### src/rtl/mem_stage_pkg.sv
// Shared types and helpers for the MEM stage: memory op encoding, the EX/MEM
// and MEM/WB bundles, the stage FSM states and op classification functions.
package mem_stage_pkg;

    localparam int MEM_XLEN       = 32;
    localparam int MEM_REG_ADDR_W = 5;

    typedef enum logic [3:0] {
        MEM_OP_NONE = 4'd0,
        MEM_OP_LB   = 4'd1,
        MEM_OP_LBU  = 4'd2,
        MEM_OP_LH   = 4'd3,
        MEM_OP_LHU  = 4'd4,
        MEM_OP_LW   = 4'd5,
        MEM_OP_SB   = 4'd6,
        MEM_OP_SH   = 4'd7,
        MEM_OP_SW   = 4'd8
    } mem_op_t;

    typedef struct packed {
        logic [MEM_REG_ADDR_W-1:0] rd_addr;
        logic [MEM_XLEN-1:0]       rd_data;
        mem_op_t                   mem_op;
        logic [MEM_XLEN-1:0]       mem_data;
    } mem_params_t;

    typedef struct packed {
        logic [MEM_REG_ADDR_W-1:0] rd_addr;
        logic [MEM_XLEN-1:0]       rd_data;
    } wb_params_t;

    typedef enum logic [0:0] {
        ST_IDLE = 1'b0,
        ST_REQ  = 1'b1
    } mem_state_t;

    function automatic logic mem_is_load(input mem_op_t op);
        case (op)
            MEM_OP_LB, MEM_OP_LBU, MEM_OP_LH, MEM_OP_LHU, MEM_OP_LW: return 1'b1;
            default: return 1'b0;
        endcase
    endfunction

    function automatic logic mem_is_store(input mem_op_t op);
        case (op)
            MEM_OP_SB, MEM_OP_SH, MEM_OP_SW: return 1'b1;
            default: return 1'b0;
        endcase
    endfunction

    // Halfwords need an even address, words need a 4-byte aligned address.
    function automatic logic mem_is_misaligned(input mem_op_t op, input logic [1:0] offs);
        case (op)
            MEM_OP_LH, MEM_OP_LHU, MEM_OP_SH: return offs[0];
            MEM_OP_LW, MEM_OP_SW:             return (offs != 2'b00);
            default:                          return 1'b0;
        endcase
    endfunction

endpackage

### src/rtl/mem_stage_load_align.sv
// Combinational load aligner: picks the addressed byte/halfword from a bus
// word and sign- or zero-extends it. Shared with the data cache.
module load_align
    import mem_stage_pkg::*;
#(
    parameter int XLEN = 32
) (
    input  logic [XLEN-1:0] word,
    input  logic [1:0]      offset,
    input  mem_op_t         mem_op,
    output logic [XLEN-1:0] result
);

    logic [7:0]  byte_s;
    logic [15:0] half_s;

    // Select the byte and halfword lanes addressed by the offset
    always_comb begin
        byte_s = 8'h00;
        half_s = 16'h0000;
        case (offset)
            2'b00:   byte_s = word[7:0];
            2'b01:   byte_s = word[15:8];
            2'b10:   byte_s = word[23:16];
            2'b11:   byte_s = word[31:24];
            default: byte_s = word[7:0];
        endcase
        if (offset[1]) begin
            half_s = word[31:16];
        end else begin
            half_s = word[15:0];
        end
    end

    // Extend the selected lane according to the load type
    always_comb begin
        result = word;
        case (mem_op)
            MEM_OP_LB:  result = {{(XLEN-8){byte_s[7]}}, byte_s};
            MEM_OP_LBU: result = {{(XLEN-8){1'b0}}, byte_s};
            MEM_OP_LH:  result = {{(XLEN-16){half_s[15]}}, half_s};
            MEM_OP_LHU: result = {{(XLEN-16){1'b0}}, half_s};
            default:    result = word;
        endcase
    end

endmodule

### src/rtl/mem_stage.sv
// MEM pipeline stage: issues loads/stores on a req/ack data bus, stalls the
// front of the pipe while an access is outstanding and registers the
// writeback bundle for WB.
module mem_stage
    import mem_stage_pkg::*;
#(
    parameter int XLEN       = 32,
    parameter int REG_ADDR_W = 5
) (
    input  logic              clk,
    input  logic              rst_n,
    input  mem_params_t       mem_params_in,
    output logic              stall,
    output wb_params_t        wb_params_out,
    output logic              exc_misaligned,
    output logic              dmem_req,
    output logic              dmem_we,
    output logic [XLEN-1:0]   dmem_addr,
    output logic [3:0]        dmem_be,
    output logic [XLEN-1:0]   dmem_wdata,
    input  logic              dmem_ack,
    input  logic [XLEN-1:0]   dmem_rdata
);

    mem_state_t            state_r;
    mem_state_t            state_nxt_s;
    mem_op_t               op_s;
    logic [XLEN-1:0]       addr_s;
    logic                  misalign_s;
    logic                  issue_s;
    logic                  stall_s;
    logic [3:0]            be_s;
    logic [XLEN-1:0]       wdata_s;
    logic [XLEN-1:0]       load_result_s;
    wb_params_t            wb_nxt_s;
    logic                  exc_nxt_s;

    // Access context held from issue until the ack arrives
    mem_op_t               op_r;
    logic [1:0]            offset_r;
    logic [REG_ADDR_W-1:0] rd_addr_r;

    logic                  dmem_req_r;
    logic                  dmem_we_r;
    logic [XLEN-1:0]       dmem_addr_r;
    logic [3:0]            dmem_be_r;
    logic [XLEN-1:0]       dmem_wdata_r;
    wb_params_t            wb_r;
    logic                  exc_r;

    assign op_s       = mem_params_in.mem_op;
    assign addr_s     = mem_params_in.rd_data;
    assign misalign_s = mem_is_misaligned(op_s, addr_s[1:0]);
    assign issue_s    = (state_r == ST_IDLE) && (mem_is_load(op_s) || mem_is_store(op_s)) && !misalign_s;

    assign stall          = stall_s;
    assign dmem_req       = dmem_req_r;
    assign dmem_we        = dmem_we_r;
    assign dmem_addr      = dmem_addr_r;
    assign dmem_be        = dmem_be_r;
    assign dmem_wdata     = dmem_wdata_r;
    assign wb_params_out  = wb_r;
    assign exc_misaligned = exc_r;

    load_align #(.XLEN(XLEN)) u_load_align (
        .word   (dmem_rdata),
        .offset (offset_r),
        .mem_op (op_r),
        .result (load_result_s)
    );

    // FSM state register
    always_ff @(posedge clk or negedge rst_n) begin
        if (!rst_n) begin
            state_r <= ST_IDLE;
        end else begin
            state_r <= state_nxt_s;
        end
    end

    // Next state and stall: stall on issue and for every REQ cycle without ack
    always_comb begin
        state_nxt_s = state_r;
        stall_s     = 1'b0;
        case (state_r)
            ST_IDLE: begin
                if (issue_s) begin
                    stall_s     = 1'b1;
                    state_nxt_s = ST_REQ;
                end else begin
                    stall_s     = 1'b0;
                    state_nxt_s = ST_IDLE;
                end
            end
            ST_REQ: begin
                if (dmem_ack) begin
                    stall_s     = 1'b0;
                    state_nxt_s = ST_IDLE;
                end else begin
                    stall_s     = 1'b1;
                    state_nxt_s = ST_REQ;
                end
            end
            default: begin
                stall_s     = 1'b0;
                state_nxt_s = ST_IDLE;
            end
        endcase
    end

    // Byte enables and lane-replicated store data for the incoming op
    always_comb begin
        be_s    = 4'b0000;
        wdata_s = mem_params_in.mem_data;
        case (op_s)
            MEM_OP_LB, MEM_OP_LBU, MEM_OP_SB: be_s = 4'b0001 << addr_s[1:0];
            MEM_OP_LH, MEM_OP_LHU, MEM_OP_SH: be_s = addr_s[1] ? 4'b1100 : 4'b0011;
            MEM_OP_LW, MEM_OP_SW:             be_s = 4'b1111;
            default:                          be_s = 4'b0000;
        endcase
        case (op_s)
            MEM_OP_SB: wdata_s = {4{mem_params_in.mem_data[7:0]}};
            MEM_OP_SH: wdata_s = {2{mem_params_in.mem_data[15:0]}};
            default:   wdata_s = mem_params_in.mem_data;
        endcase
    end

    // Bus request registers: load on issue, hold through REQ, drop on ack
    always_ff @(posedge clk or negedge rst_n) begin
        if (!rst_n) begin
            dmem_req_r   <= 1'b0;
            dmem_we_r    <= 1'b0;
            dmem_addr_r  <= '0;
            dmem_be_r    <= 4'b0000;
            dmem_wdata_r <= '0;
            op_r         <= MEM_OP_NONE;
            offset_r     <= 2'b00;
            rd_addr_r    <= '0;
        end else begin
            case (state_r)
                ST_IDLE: begin
                    if (issue_s) begin
                        dmem_req_r   <= 1'b1;
                        dmem_we_r    <= mem_is_store(op_s);
                        dmem_addr_r  <= {addr_s[XLEN-1:2], 2'b00};
                        dmem_be_r    <= be_s;
                        dmem_wdata_r <= wdata_s;
                        op_r         <= op_s;
                        offset_r     <= addr_s[1:0];
                        rd_addr_r    <= mem_params_in.rd_addr;
                    end else begin
                        dmem_req_r   <= 1'b0;
                    end
                end
                ST_REQ: begin
                    if (dmem_ack) begin
                        dmem_req_r <= 1'b0;
                        dmem_we_r  <= 1'b0;
                    end else begin
                        dmem_req_r <= 1'b1;
                    end
                end
                default: begin
                    dmem_req_r <= 1'b0;
                    dmem_we_r  <= 1'b0;
                end
            endcase
        end
    end

    // Writeback and exception values: bubbles and stores never name a register
    always_comb begin
        wb_nxt_s  = '0;
        exc_nxt_s = 1'b0;
        case (state_r)
            ST_IDLE: begin
                if (op_s == MEM_OP_NONE) begin
                    wb_nxt_s.rd_addr = mem_params_in.rd_addr;
                    wb_nxt_s.rd_data = mem_params_in.rd_data;
                end else if (misalign_s) begin
                    exc_nxt_s = 1'b1;
                end else begin
                    wb_nxt_s = '0;
                end
            end
            ST_REQ: begin
                if (dmem_ack && mem_is_load(op_r)) begin
                    wb_nxt_s.rd_addr = rd_addr_r;
                    wb_nxt_s.rd_data = load_result_s;
                end else begin
                    wb_nxt_s = '0;
                end
            end
            default: begin
                wb_nxt_s  = '0;
                exc_nxt_s = 1'b0;
            end
        endcase
    end

    // MEM/WB register and misaligned-access pulse
    always_ff @(posedge clk or negedge rst_n) begin
        if (!rst_n) begin
            wb_r  <= '0;
            exc_r <= 1'b0;
        end else begin
            wb_r  <= wb_nxt_s;
            exc_r <= exc_nxt_s;
        end
    end

endmodule

### config.mk
export PLATFORM = sky130hd
export DESIGN_NAME = mem_stage
export DESIGN_NICKNAME = d
export VERILOG_FILES = /design/src/rtl/mem_stage_pkg.sv /design/src/rtl/mem_stage_load_align.sv /design/src/rtl/mem_stage.sv
export SDC_FILE = /design/constraint.sdc
export NUM_CORES = 1
export LEC_CHECK = 0
export ABC_AREA = 1
export ABC_CLOCK_PERIOD_IN_PS = 2000
export CAP_MARGIN = 40
export CORE_UTILIZATION = 45
export DETAILED_ROUTE_END_ITERATION = 10
export PLACE_DENSITY = 0.75
export SLEW_MARGIN = 40
export SYNTH_ARGS = -nofsm -noshare
export SYNTH_HDL_FRONTEND = slang
export SYNTH_HIERARCHICAL = 1
export SYNTH_SLANG_ARGS = --single-unit
### constraint.sdc
create_clock -name clk -period 2 [get_ports clk]
set_clock_uncertainty 0.2 [all_clocks]
set_input_delay 0.3 -clock clk [delete_from_list [all_inputs] [get_ports clk]]
set_output_delay 0.3 -clock clk [all_outputs]
set_load 0.05 [all_outputs]
## Word level (Yosys, flattened, before mapping)

Index checks and enable logic that the tools add are counted.

- Shifts and indexed selects: 1
- Bitwise gates (word level): 1
- Eq/ne operators: 18
- Reduce and logical (&&, ||, !) cells: 16
- Muxes and demuxes: 23

Operators by type and width:

| kind | count |
|---|---|
| one-hot mux 32 bit (4 select lines) | 1 |
| 2-to-1 mux 37 bit | 2 |
| one-hot mux 37 bit (2 select lines) | 1 |
| one-hot mux 32 bit (2 select lines) | 1 |
| one-hot mux 8 bit (4 select lines) | 1 |
| == test 4 x 3 -> 1 bit, second input constant | 6 |
| == test 4 x 2 -> 1 bit, second input constant | 4 |
| 2-to-1 mux 16 bit | 1 |
| one-hot mux 4 bit (3 select lines) | 1 |
| 2-to-1 mux 1 bit | 11 |
| OR reduction 5 bit | 2 |
| OR reduction 3 bit | 3 |
| == test 4 x 1 -> 1 bit, second input constant | 2 |
| one-hot mux 1 bit (2 select lines) | 3 |
| == test 2 bit, second input constant | 2 |
| == test 4 bit, second input constant | 1 |
| logical NOT 4 bit | 1 |
| 2-to-1 mux 4 bit | 1 |
| inequality test 2 bit, second input constant | 2 |
| AND reduction 2 bit | 2 |
| left shift 1 x 2 -> 4 bit, first input constant | 1 |
| logical AND 1 bit | 3 |
| == test 2 x 1 -> 1 bit, second input constant | 1 |
| logical NOT 2 bit | 1 |
| 5 further kinds | 5 |

- Output and inout port bits: 109
- Input bits: 108
- Word-level logic and storage cells: 70
- Flip-flop bits (word level): 117

## Longest topological paths before layout

Gate-level depths: netlist of run 1.

- Depth in word-level cells: 8
- Depth in mapped cells: 12
- Depth with buffers taken out: 9

## Cells and area by module

Netlist of run 1, hierarchy kept.

By module, submodules not included:

| module | sequential area each (um2) | cells each | area an instance (um2) | times used |
|---|---|---|---|---|
| mem_stage | 2927.8 | 643 | 5278.8 | 1 |
| load_align | 0.0 | 219 | 1146.1 | 1 |

## Worst setup path before layout of run 1

OpenSTA, ideal clock, no wires.

- Kind: register to output
- From: register, netlist name dmem_req
- To: output port stall
- Arrival: 1983 ps
- Path slack: -483 ps
- Buffers on the path: 2
- Stages on the path, launching flop included: 5
- Cells stage by stage: dfrtp_1 > inv_1 > clkbuf_1 > clkbuf_1 > o21ai_1

RTL lines:

| item | RTL line | RTL |
|---|---|---|
| end: declaration | mem_stage.sv:13 | `output logic stall,` |

==> results of run 1 <==
## registers in the layout (all words and copies together), names as in the netlist
| register | flops |
|---|---|
| dmem_addr | 30 |
| dmem_req | 1 |
| op_r | 4 |
| dmem_be | 4 |
| dmem_we | 1 |
| offset_r | 2 |
| rd_addr_r | 5 |
| exc_misaligned | 1 |
| dmem_wdata | 32 |
| wb_params_out | 37 |
## layer usage
layer	routed length, µm	vias up
met1	9220	3254
met5	0	-
met3	1480	43
met2	9830	331
met4	510	0
li1	-	3328
## worst max-delay path by stage
| stage | startpoint | end | slack [ns] | cells after the start |
|---|---|---|---|---|
| floorplan | dmem_req | stall | 0.04 | 4 |
| global placement | mem_params_in[33] | stall | -0.24 | 9 |
| detailed placement | mem_params_in[33] | stall | -0.27 | 9 |
| CTS | mem_params_in[36] | stall | 0.03 | 7 |
| global route | dmem_req | stall | 0.006 | 6 |
| finish | dmem_req | stall | 0.07 | 6 |
## cell usage in the layout, fill, tap and decap left out, drive strengths merged
cell type	instances
dlymetal6s2s	1
nor3	1
or3	1
buf	118
inv	47
a211oi	1
bufinv	6
nand3b	3
clkdlybuf4s50	101
nand3	139
a21boi	1
conb	2
clkinvlp	1
nand4	81
dfrtp	117
a21oi	3
nand2	345
dlygate4sd3	1
dlygate4sd2	52
or2	2
o21ai	38
clkbuf	24
clkinv	1
clkdlybuf4s15	1
nor2	18
## cell families (layout without fill, tap and decap cells)
| group | after synthesis | in the layout | share of synthesized area |
|---|---|---|---|
| compound gates | 43 | 43 | 0.0343 |
| buf+inv | 111 | 353 | 0.0820 |
| flops | 117 | 117 | 0.456 |
| simple gates | 590 | 590 | 0.427 |
| other cells | 1 | 2 | 0.000584 |
## final cells by class
| class | instances | area, µm² |
|---|---|---|
| fill | 1188 | 4290 |
| multi-input combinational | 635 | 3010 |
| sequential | 117 | 2930 |
| timing repair buffer | 275 | 2560 |
| clock buffer | 23 | 498 |
| tap | 180 | 225 |
| clock inverter | 8 | 193 |
| inverter | 47 | 181 |
## critical path: stages (launching register included)
cell and delay [ns]:
dfrtp_2 0.42, inv_4 0.08, nand2_2 0.08, nor2_4 0.11, nand3_4 0.09, o21ai_4 0.08, buf_12 0.16
## power by group
| part | internal [mW] | leakage (nW) | total [mW] | switching (mW) |
|---|---|---|---|---|
| registers | 2.95 | 1.50 | 3.32 | 0.368 |
| clock network | 2.49 | 0.335 | 3.56 | 1.07 |
| logic | 1.70 | 3.27 | 5.52 | 3.82 |
## timing repair
action | 4_1_cts | 5_1_grt
hold endpoints to repair | 32 | 0
buffers inserted | 2 | 0
endpoints found under the setup margin | 51 | 4
gates cloned | 0 | 0
pin swaps | 2 | 1
gates resized for setup | 59 | 9
hold buffers | 1 | 0
==> qor.txt, run 1 <==
status: finished, final reports clean
Area contributors post-synth: dfrtp_1 (46%), nand2_1 (20%), nand3_1 (9.6%), nand4_1 (7.9%), o21ai_0 (2.9%)
maximum vdd drop: 0.000834 V
CP Capture Type: primary output
placed cells: 1,251
cts bufs inserted: 17
beginning of the worst hold path: mem_params_in[34]
Synth top area share: 0.456
final hold slack: 0.0418 ns
Max clock buf depth: 2
vias in the first global route: 6,322
worst skew pair latency: 0.41 ns
sequential element share of the synthesized area: 0.456
final wirelength: 21,000 µm
r2r setup slk: 0.16 ns
die area: 14,800 µm²
grt peak-use layer: met2
first-pass GRT wire length: 33,100 µm
area leader, netlist: dfrtp_1
most common cell in the netlist: nand2_1
DRT Pass-1 Iters: 5
Leak: 5.11 nW
post-route cell area: 9590 µm²
Die H: 121 µm
Final Core Density: 0.691
hold path cells: 3
Hold Path End: op_r[2]
Worst EP required: 1.50 ns
Placed Area: 8910 µm²
nets@finish: 1,201
power consumption: 12.4 mW
TritonCTS clock tree: built
GR Util met3: 0.0470
H-Tree Level Count: 4
number of synthesized flops with an enable pin: 0
Power Density: 1290 nW/µm²
Post-Synthesis Cell Area: 6420 µm²
Post-DP HPWL: 15,200 µm
gr usage total: 0.292
Primary FF master, synth: dfrtp_1
fin worst setup slack: 0.0709 ns
Post-DRT Antenna Nets: 0
gpl congestion: 0.931
Initial Utilization: 0.463
diodes inserted: 0
most frequent cells after synthesis: nand2_1 (338), nand3_1 (123), dfrtp_1 (117)
Setup-failing EPs final: 0
FF-to-FF End: wb_params_out[22]
ys async rst share: 1.00
Crit Path Class: reg2out
pin count of the biggest net entering global routing: 40
met1 usage: 0.416
RSZ-0062 raised after global routing: no
Post-Synthesis Cells: 862
CTS Sinks: 117
grt total ovfl: 0
die width: 121 µm
Post-route DRC: 0
DR WL/cell: 16.4 µm
Sum Neg Setup Slack: 0 ns
clock transition at the registers of the reported paths: 0.05 ns
synthesis-stage register bit count: 117
synthesis-to-finish area growth: 49.3%
part of the cycle the worst path needs: 0.965
CP arrival: 1.43 ns
Worst Hold Class: in2reg
worst slew pin tran: 0.523 ns
layout cell share with drive strength beyond 1: 0.176
relative slew slack: 0.653
non-filler cells, final: 1,285
Core Area: 13,900 µm²
crit path max fanout: 4
fmax: 518 MHz
Tmin final: 1.93 ns
nature of the critical path startpoint: flop
max-cap viol count: 0
initial antenna violation count: 0
reg2reg start: op_r[3]
# rows: 43
Avg Cell Area, Syn: 7.45 µm²
I/O Pins: 217
Vias/cell: 5.41
vias: 6,956
I/O Buffers: 214
Synth cell types: 29
clk root buf: clkbuf_16
GR Util met2: 0.445
pins over their slew limit: 0
drt initial violations: 575
R2R cell count: 8
Place WS: -0.273 ns
synth warn: 6
Final Hold Fails: 0
(Power assumes the default switching activity.)
==> run 2: changes to the inputs <==
--- a/config.mk
+++ b/config.mk
@@ -10,6 +10,7 @@
 export CAP_MARGIN = 40
 export CORE_UTILIZATION = 45
 export DETAILED_ROUTE_END_ITERATION = 10
+export GPL_ROUTABILITY_DRIVEN = 0
 export PLACE_DENSITY = 0.75
 export SLEW_MARGIN = 40
 export SYNTH_ARGS = -nofsm -noshare
==> run 2 against run 1 <==
Die area is the same; count of clock-buffer cells in the layout shrank 2; maximum frequency fell by 1.5%; routed wire length shrank 1.3%; highest routed layer unchanged; sequential power about the same; critical path depth stayed put; clock power fell by 18%; flip-flop and latch count unchanged; critical path type unchanged; combinational power about the same; first-iteration DRC count grew 22%; critical endpoint unchanged.
==> qor.txt, run 2 (synthesis gave the netlist of run 1 again) <==
pins over their slew limit: 0
Placed Area: 8920 µm²
Setup-failing EPs final: 0
fin worst setup slack: 0.0424 ns
max reg flops: 37
Leak: 5.07 nW
reg2reg start: op_r[0]
diodes inserted: 0
nets@finish: 1,204
worst slew pin tran: 0.533 ns
crit path max fanout: 4
clock transition at the registers of the reported paths: 0.05 ns
Worst EP required: 1.50 ns
r2r setup slk: 0.12 ns
H-Tree Level Count: 4
Post-DRT Antenna Nets: 0
Die H: 121 µm
Post-route DRC: 0
part of the cycle the worst path needs: 0.979
Place WS: -0.266 ns
post-route cell area: 9490 µm²
FF-to-FF End: wb_params_out[5]
# rows: 43
relative slew slack: 0.645
Vias/cell: 5.34
gr usage total: 0.291
layout cell share with drive strength beyond 1: 0.173
Crit Path Class: reg2out
die area: 14,800 µm²
hold path cells: 3
synthesis-to-finish area growth: 47.6%
CP Capture Type: primary output
CTS Sinks: 117
vias: 6,882
nature of the critical path startpoint: flop
I/O Pins: 217
die width: 121 µm
status: finished, final reports clean
Final Hold Fails: 0
beginning of the worst hold path: mem_params_in[34]
Worst Hold Class: in2reg
Max clock buf depth: 2
pin count of the biggest net entering global routing: 40
Final Core Density: 0.683
I/O Buffers: 214
initial antenna violation count: 0
commonest non-fill, non-tap cells in the layout: nand2_1 (337), nand3_1 (123), dfrtp_1 (116), buf_4 (106), clkdlybuf4s50_1 (101)
max-cap viol count: 0
most common cell after layout, fill and taps aside: nand2_1
Core Area: 13,900 µm²
Fillers: 1,137
Hold Path End: op_r[2]
clk root buf: clkbuf_16
first-pass GRT wire length: 33,000 µm
Power Density: 1240 nW/µm²
R2R cell count: 8
drt initial violations: 703
grt total ovfl: 0
Initial Utilization: 0.463
TritonCTS clock tree: built
CP arrival: 1.46 ns
DRT Pass-1 Iters: 5
maximum vdd drop: 0.000818 V
vias in the first global route: 6,446
Tmin final: 1.96 ns
Post-DP HPWL: 15,000 µm
cts bufs inserted: 17
fmax: 511 MHz
worst skew pair latency: 0.41 ns
final wirelength: 20,800 µm
DR WL/cell: 16.1 µm
run 2: cell count changes in the layout (fill, tap and decap cells not counted), moves of 2 or more:
cell | previous run | this run
clkbuf_8 | 5 | 2
buf_4 | 104 | 106
clkinv_2 | 1 | 6
bufinv_16 | 6 | 2
run 2: worst max path at each step:
stage | start | end | slack (ns) | depth (start not counted)
detailed placement | mem_params_in[34] | dmem_addr[27] | -0.27 | 10
floorplan | dmem_req | stall | 0.04 | 4
finish | dmem_req | stall | 0.04 | 6
global placement | mem_params_in[34] | dmem_wdata[5] | -0.27 | 8
global route | dmem_req | stall | -0.01 | 6
CTS | mem_params_in[36] | stall | 0.02 | 7
run 2: through the flow:
stage                     setup TNS, ns  std cells  total power [mW]  hold slack [ns]
after detailed placement         -18.19       1251              8.96            0.111
after global routing            -0.0125       1288              12.4           0.0474
after global placement           -17.58       1251              8.89            0.105
after CTS                             0       1287              11.8            0.212
after floorplan                       0        863              7.00           -0.196
final                                 0       1288              11.7           0.0414
run 2: cell type report:
type	count	area [µm²]	area share
Clock buffer	21	460	0.0485
Clock inverter	10	106	0.0112
Inverter	47	181	0.0191
Multi-Input combinational cell	635	3000	0.317
Sequential cell	117	2930	0.309
Tap cell	180	225	0.0237
Timing Repair Buffer	278	2580	0.272
run 2: metal layers:
metal | GRT usage | vias up | part of all wire
met1 | 0.413 | 3196 | 0.45
met3 | 0.0517 | 41 | 0.072
li1 | - | 3331 | -
met5 | 0 | - | 0
met2 | 0.438 | 314 | 0.46
met4 | 0.113 | 0 | 0.024
run 2: timing repair:
item	CTS	global route
hold buffers	1	0
pin swaps	2	2
setup buffers	4	1
endpoints found under the setup margin	52	1
hold endpoints to repair	32	0
gates resized for setup	60	6
run 2: worst max-delay path, cell delays in order, from the launching register on:
cell,delay [ns]
dfrtp_2,0.42
inv_4,0.08
nand2_4,0.06
nor2_4,0.14
nand3_4,0.09
o21ai_4,0.08
buf_12,0.16
run 2: power by group:
part	leakage, nW	internal [mW]	switching [mW]	total [mW]
Sequential	1.50	2.95	0.358	3.31
Clock	0.282	1.88	1.05	2.93
Combinational	3.28	1.70	3.81	5.51
==> run 3: changes to the inputs <==
--- a/config.mk
+++ b/config.mk
@@ -6,8 +6,9 @@
 export NUM_CORES = 1
 export LEC_CHECK = 0
 export ABC_AREA = 1
-export ABC_CLOCK_PERIOD_IN_PS = 2000
+export ABC_CLOCK_PERIOD_IN_PS = 2400
 export CAP_MARGIN = 40
+export CORE_MARGIN = 1
 export CORE_UTILIZATION = 45
 export DETAILED_ROUTE_END_ITERATION = 10
 export GPL_ROUTABILITY_DRIVEN = 0
==> constraint.sdc (replaced) <==
create_clock -name clk -period 2.4 [get_ports clk]
set_clock_uncertainty 0.2 [all_clocks]
set_input_delay 0.36 -clock clk [delete_from_list [all_inputs] [get_ports clk]]
set_output_delay 0.36 -clock clk [all_outputs]
set_load 0.05 [all_outputs]
==> run 3 against run 2 <==
Critical path type unchanged; clock power fell by 11%; critical path depth did not move; setup slack improved by 0.15 ns.
==> qor.txt, run 3 (synthesis gave the netlist of run 1 again) <==
status: finished, final reports clean
drt initial violations: 627
crit path max fanout: 5
Placed Area: 8760 µm²
cts bufs inserted: 17
post-route cell area: 9400 µm²
Hold Path End: op_r[0]
max-cap viol count: 0
die width: 121 µm
worst-path cell chain: inv_1 -> nand2_1 -> nor2_4 -> nand3_2 -> o21ai_2 -> buf_12
fmax: 452 MHz
Crit-path slowest cell: dfrtp_1
Post-route DRC: 0
DR WL/cell: 16.6 µm
hold path cells: 3
pin count of the biggest net entering global routing: 71
Top delay family on crit path: simple AND/OR/NAND/NOR gates
initial antenna violation count: 0
WP buf/inv: 2
nets@finish: 1,175
max reg flops: 37
gr usage total: 0.293
Power Density: 1070 nW/µm²
fin worst setup slack: 0.188 ns
Max stage delay on crit path: 0.38 ns
first-pass GRT wire length: 33,300 µm
commonest non-fill, non-tap cells in the layout: nand2_1 (338), clkdlybuf4s50_1 (207), nand3_1 (123), dfrtp_1 (117), nand4_1 (81)
Post-DRT Antenna Nets: 0
vias in the first global route: 6,427
Worst EP required: 1.84 ns
maximum vdd drop: 0.000853 V
clock transition at the registers of the reported paths: 0.06 ns
Final Hold Fails: 0
diodes inserted: 0
beginning of the worst hold path: mem_params_in[32]
DRT Pass-1 Iters: 6
# rows: 43
CTS Sinks: 117
Post-DP HPWL: 14,600 µm
M1 WL: 9240 µm
Initial Utilization: 0.463
TritonCTS clock tree: built
most common cell after layout, fill and taps aside: nand2_1
relative slew slack: 0.619
Leak: 4.67 nW
vias: 6,850
part of the cycle the worst path needs: 0.922
clk root buf: clkbuf_16
grt total ovfl: 0
setup bufs post-CTS: 0
Core Area: 13,900 µm²
Crit Path Class: reg2out
R2R cell count: 8
Worst Hold Class: in2reg
pins over their slew limit: 0
RSZ-0062 raised after global routing: no
worst slew pin tran: 0.569 ns
final wirelength: 20,900 µm
CP Capture Type: primary output
Sum Neg Setup Slack: 0 ns
layout cell share with drive strength beyond 1: 0.100
Die H: 121 µm
CP arrival: 1.65 ns
I/O Buffers: 214
max layer used: met4
r2r setup slk: 0.22 ns
Max clock buf depth: 2
FF-to-FF End: wb_params_out[31]
met2 WL: 9550 µm
nature of the critical path startpoint: flop
Place WS: 0.0429 ns
Setup-failing EPs final: 0
reg2reg start: offset_r[1]
met3 WL: 1580 µm
die area: 14,800 µm²
I/O Pins: 217
Vias/cell: 5.44
synthesis-to-finish area growth: 46.3%
worst skew pair latency: 0.42 ns
Tmin final: 2.21 ns
Final Core Density: 0.677
H-Tree Level Count: 4
run 3: cell types whose count changed in the layout (fill, tap and decap cells not counted), sizes merged:
cell           before  now
buf               120   37
bufinv              2    3
clkbuf             22   20
clkdlybuf4s15       1    0
clkdlybuf4s50     101  207
clkinv              7    6
clkinvlp            1    3
dlygate4sd2        53    0
dlymetal6s2s        1    4
run 3: routing by layer:
layer,up-vias,track usage
met5,-,0
met4,0,0.116
met3,40,0.0503
met2,308,0.444
met1,3233,0.415
li1,3269,-
run 3: how the worst max path moves through the flow:
stage                 startpoint     to  slack [ns]  cells past startpoint
5_1_grt                 dmem_req  stall        0.11                      6
2_1_floorplan           dmem_req  stall        0.11                      4
6_report                dmem_req  stall        0.19                      6
4_1_cts        mem_params_in[33]  stall        0.04                      9
3_5_place_dp   mem_params_in[34]  stall        0.04                      8
3_3_place_gp   mem_params_in[33]  stall        0.09                      9
run 3: cell type report:
type | count | area, µm²
inverters | 47 | 179
clock inverters | 12 | 154
fillers | 1172 | 4480
clock buffers | 20 | 457
flip-flops and latches | 117 | 2930
multi-input cells | 635 | 2980
well taps | 180 | 225
repair buffers | 249 | 2470
run 3: power by group:
| group | internal, mW | total (mW) | leakage, nW | switching (mW) |
|---|---|---|---|---|
| registers | 2.46 | 2.77 | 1.50 | 0.313 |
| logic | 1.51 | 4.66 | 2.88 | 3.15 |
| clock network | 1.68 | 2.61 | 0.292 | 0.924 |
| total | 5.65 | 10.0 | 4.67 | 4.39 |
run 3: timing repair:
action	in CTS	in global routing
setup endpoints to repair	0	1
resized for setup	0	6
hold buffers	1	0
endpoints found under the hold margin	27	0
run 3: stage by stage:
| stage | instances | hold WS [ns] | total power, mW |
|---|---|---|---|
| 3_3_place_gp | 1227 | 0.114 | 7.36 |
| 4_1_cts | 1260 | 0.248 | 10.1 |
| 6_report | 1260 | 0.155 | 10.0 |
| 2_1_floorplan | 863 | -0.136 | 5.83 |
| 5_1_grt | 1260 | 0.181 | 10.6 |
| 3_5_place_dp | 1227 | 0.120 | 7.41 |
run 3: worst reg2reg max path: cells and delay by family, from the launching register on:
kind	cells	cell delay [ns]
buffers and inverters	1	0.17
AND/OR/NAND/NOR	6	0.92
flip-flops	1	0.57
AO/OA/AOI/OAI	1	0.23
==> patch, RTL diff (flow settings as in run 3) <==
Reset style: synchronous (`rst_n`), changed in 3 clocked blocks.
--- a/src/rtl/mem_stage.sv
+++ b/src/rtl/mem_stage.sv
@@ -71,5 +71,5 @@
 
     // FSM state register
-    always_ff @(posedge clk or negedge rst_n) begin
+    always_ff @(posedge clk) begin
         if (!rst_n) begin
             state_r <= ST_IDLE;
@@ -127,5 +127,5 @@
 
     // Bus request registers: load on issue, hold through REQ, drop on ack
-    always_ff @(posedge clk or negedge rst_n) begin
+    always_ff @(posedge clk) begin
         if (!rst_n) begin
             dmem_req_r   <= 1'b0;
@@ -200,5 +200,5 @@
 
     // MEM/WB register and misaligned-access pulse
-    always_ff @(posedge clk or negedge rst_n) begin
+    always_ff @(posedge clk) begin
         if (!rst_n) begin
             wb_r  <= '0;
Check against the original RTL: differs if rst_n is asserted again (counterexample within 4 cycles, from zero or initial values and one cycle with rst_n low); with rst_n held inactive, the same outputs for 4 cycles.
==> patch against run 3 <==
Setup slack got worse by 0.065 ns. Design area decreased by 6.3%. Synthesized cell count increased by 8.8%. Routed wire length decreased by 15%. Sequential cell count unchanged. Synthesized area decreased by 7.0%. Global-route usage decreased by 2.7 points. Core utilization increased by 1.2 points.
Power is not compared: it rests on default switching activity, and its combinational part moved more than twofold at a synthesized area within 25%.
==> patch: results (changes against run 3) <==
Logic synthesis
  – Mapped Cells: 938 (was 862)
  – Syn. warnings: 6 (unchanged)
  – Synth area leaders: dfxtp_1, nand2_1, nor2_1 (was dfrtp_1, nand2_1, nand3_1)
  – Synth cell types: 28 (was 29)
  – Register area share after synthesis: 0.392 (was 0.456)
  – Primary FF master, synth: dfxtp_1 (was dfrtp_1)
  – Asr flop ratio synth: 0 (was 1.00)
  – Post-synth top cells: nand2_1, nor2_1, dfxtp_1 (was nand2_1, nand3_1, dfrtp_1)

Status
  – Run status: finished clean (unchanged)

Power and ir drop
  – Internal Dissipation: between 4000 and 5000 µW
  – Peak VDD IR: around 0.46 mV
  – Lkg Pwr: roughly 0.0042 µW

Cells and area
  – Final Non-Filler Cells: 1,323 (was 1,260)
  – Layout cell share with drive strength beyond 1: 0.0773 (was 0.100)
  – Layout Nets: 1,247 (was 1,175)
  – Antenna cell count: 0 (unchanged)
  – Max reg flops: 37 (unchanged)

Global routing
  – Largest net degree at the start of global routing: 66 (was 71)
  – Initial antenna violation count: 0 (unchanged)
  – Global-route wire length before repair: 28.1 mm (was 33.3 mm)
  – Vias in the first global route: 5,946 (was 6,427)
  – Gr usage total: 0.266 (was 0.293)

Clock network
  – Setup bufs post-CTS: 0 (unchanged)
  – Clock root buffer: clkbuf_16 (unchanged)
  – Resized Gates After CTS: 6 (was 0)
  – Longest Clk Path Bufs: 2 (unchanged)
  – CTS H-tree lvls: 4 (unchanged)
  – Worst-skew pair later-pin latency: 0.41 ns

Worst setup path
  – CP max stage cell: clkdlybuf4s50_1 (was dfrtp_1)
  – WP data arrival: 1.72 ns (was 1.65 ns)
  – Family with the most delay on the worst path: buffers and inverters (was simple AND/OR/NAND/NOR gates)
  – CP Max Fanout: 7 (was 5)
  – R2R depth: 7 (was 8)
  – CP peak stage delay: 0.85 ns (was 0.38 ns)

Min path
  – Hold Path Class: input pin to flop (unchanged)
  – Hold Path Stages: 4 (was 3)

Place
  – Detailed placer's ending HPWL: 12.7 mm (was 14.6 mm)
  – Place WS: -0.0788 ns (was 0.0429 ns)
  – Placed cell area: 0.00823 mm² (was 0.00876 mm²)

Detailed routing
  – Initial drt markers: 466 (was 627)
  – Via-to-Cell Ratio: 4.91 (was 5.44)
  – DR pass1 iterations: 5 (was 6)
  – WL final: 17.7 mm (was 20.9 mm)

STA
  – Slew Limit Headroom: 0.584 (was 0.619)
[patch: cell count changes in the layout (fill, tap and decap cells not counted), moves of 10 or more]
cell / delta
a21oi_1: +17
dfrtp_1: -117
o21ai_0: +16
nand2_1: -77
nor2_1: +157
inv_1: +58
dfxtp_1: +117
buf_4: -10
nand3_1: -32
nand4_1: -48
[patch: per-layer routing]
| layer | track usage | up-vias | part of all wire |
|---|---|---|---|
| met1 | 0.320 | 2907 | 0.42 |
| met5 | 0 | - | 0 |
| li1 | - | 3325 | - |
| met4 | 0.0979 | 0 | 0.019 |
| met2 | 0.435 | 243 | 0.47 |
| met3 | 0.0947 | 26 | 0.090 |
[patch: worst paths after layout]
path,end,startpoint,slack (ns)
worst max register to register,wb_params_out[2]$_SDFF_PN0_,op_r[3]$_SDFFE_PN0P_,0.35
worst min-delay path,rd_addr_r[2]$_SDFFE_PN0P_,rst_n,0.24
worst max-delay path,dmem_req,dmem_req$_SDFF_PN0_,0.12
worst min register to register,wb_params_out[32]$_SDFF_PN0_,rd_addr_r[0]$_SDFFE_PN0P_,0.28
[patch: cells by family after synthesis]
logic type	share of synthesized area
AND/OR/NAND/NOR	0.424
flip-flops	0.392
buffers and inverters	0.120
other	0.000628
AO/OA/AOI/OAI	0.0639
[patch: layout make-up]
type | count | area [µm²]
Clock buffer | 22 | 474
Fill cell | 1101 | 3970
Timing Repair Buffer | 238 | 2350
Inverter | 105 | 397
Tap cell | 172 | 215
Clock inverter | 9 | 103
Multi-Input combinational cell | 660 | 2930
Sequential cell | 117 | 2340
[patch: power groups by stage]
stage	combinational, µW	sequential, µW	clock, µW
after CTS	2210	2260	2500
after global routing	2400	2280	2590
final	2210	2260	2460
after detailed placement	2200	2290	0
after global placement	2180	2290	0
after floorplan	935	2840	0
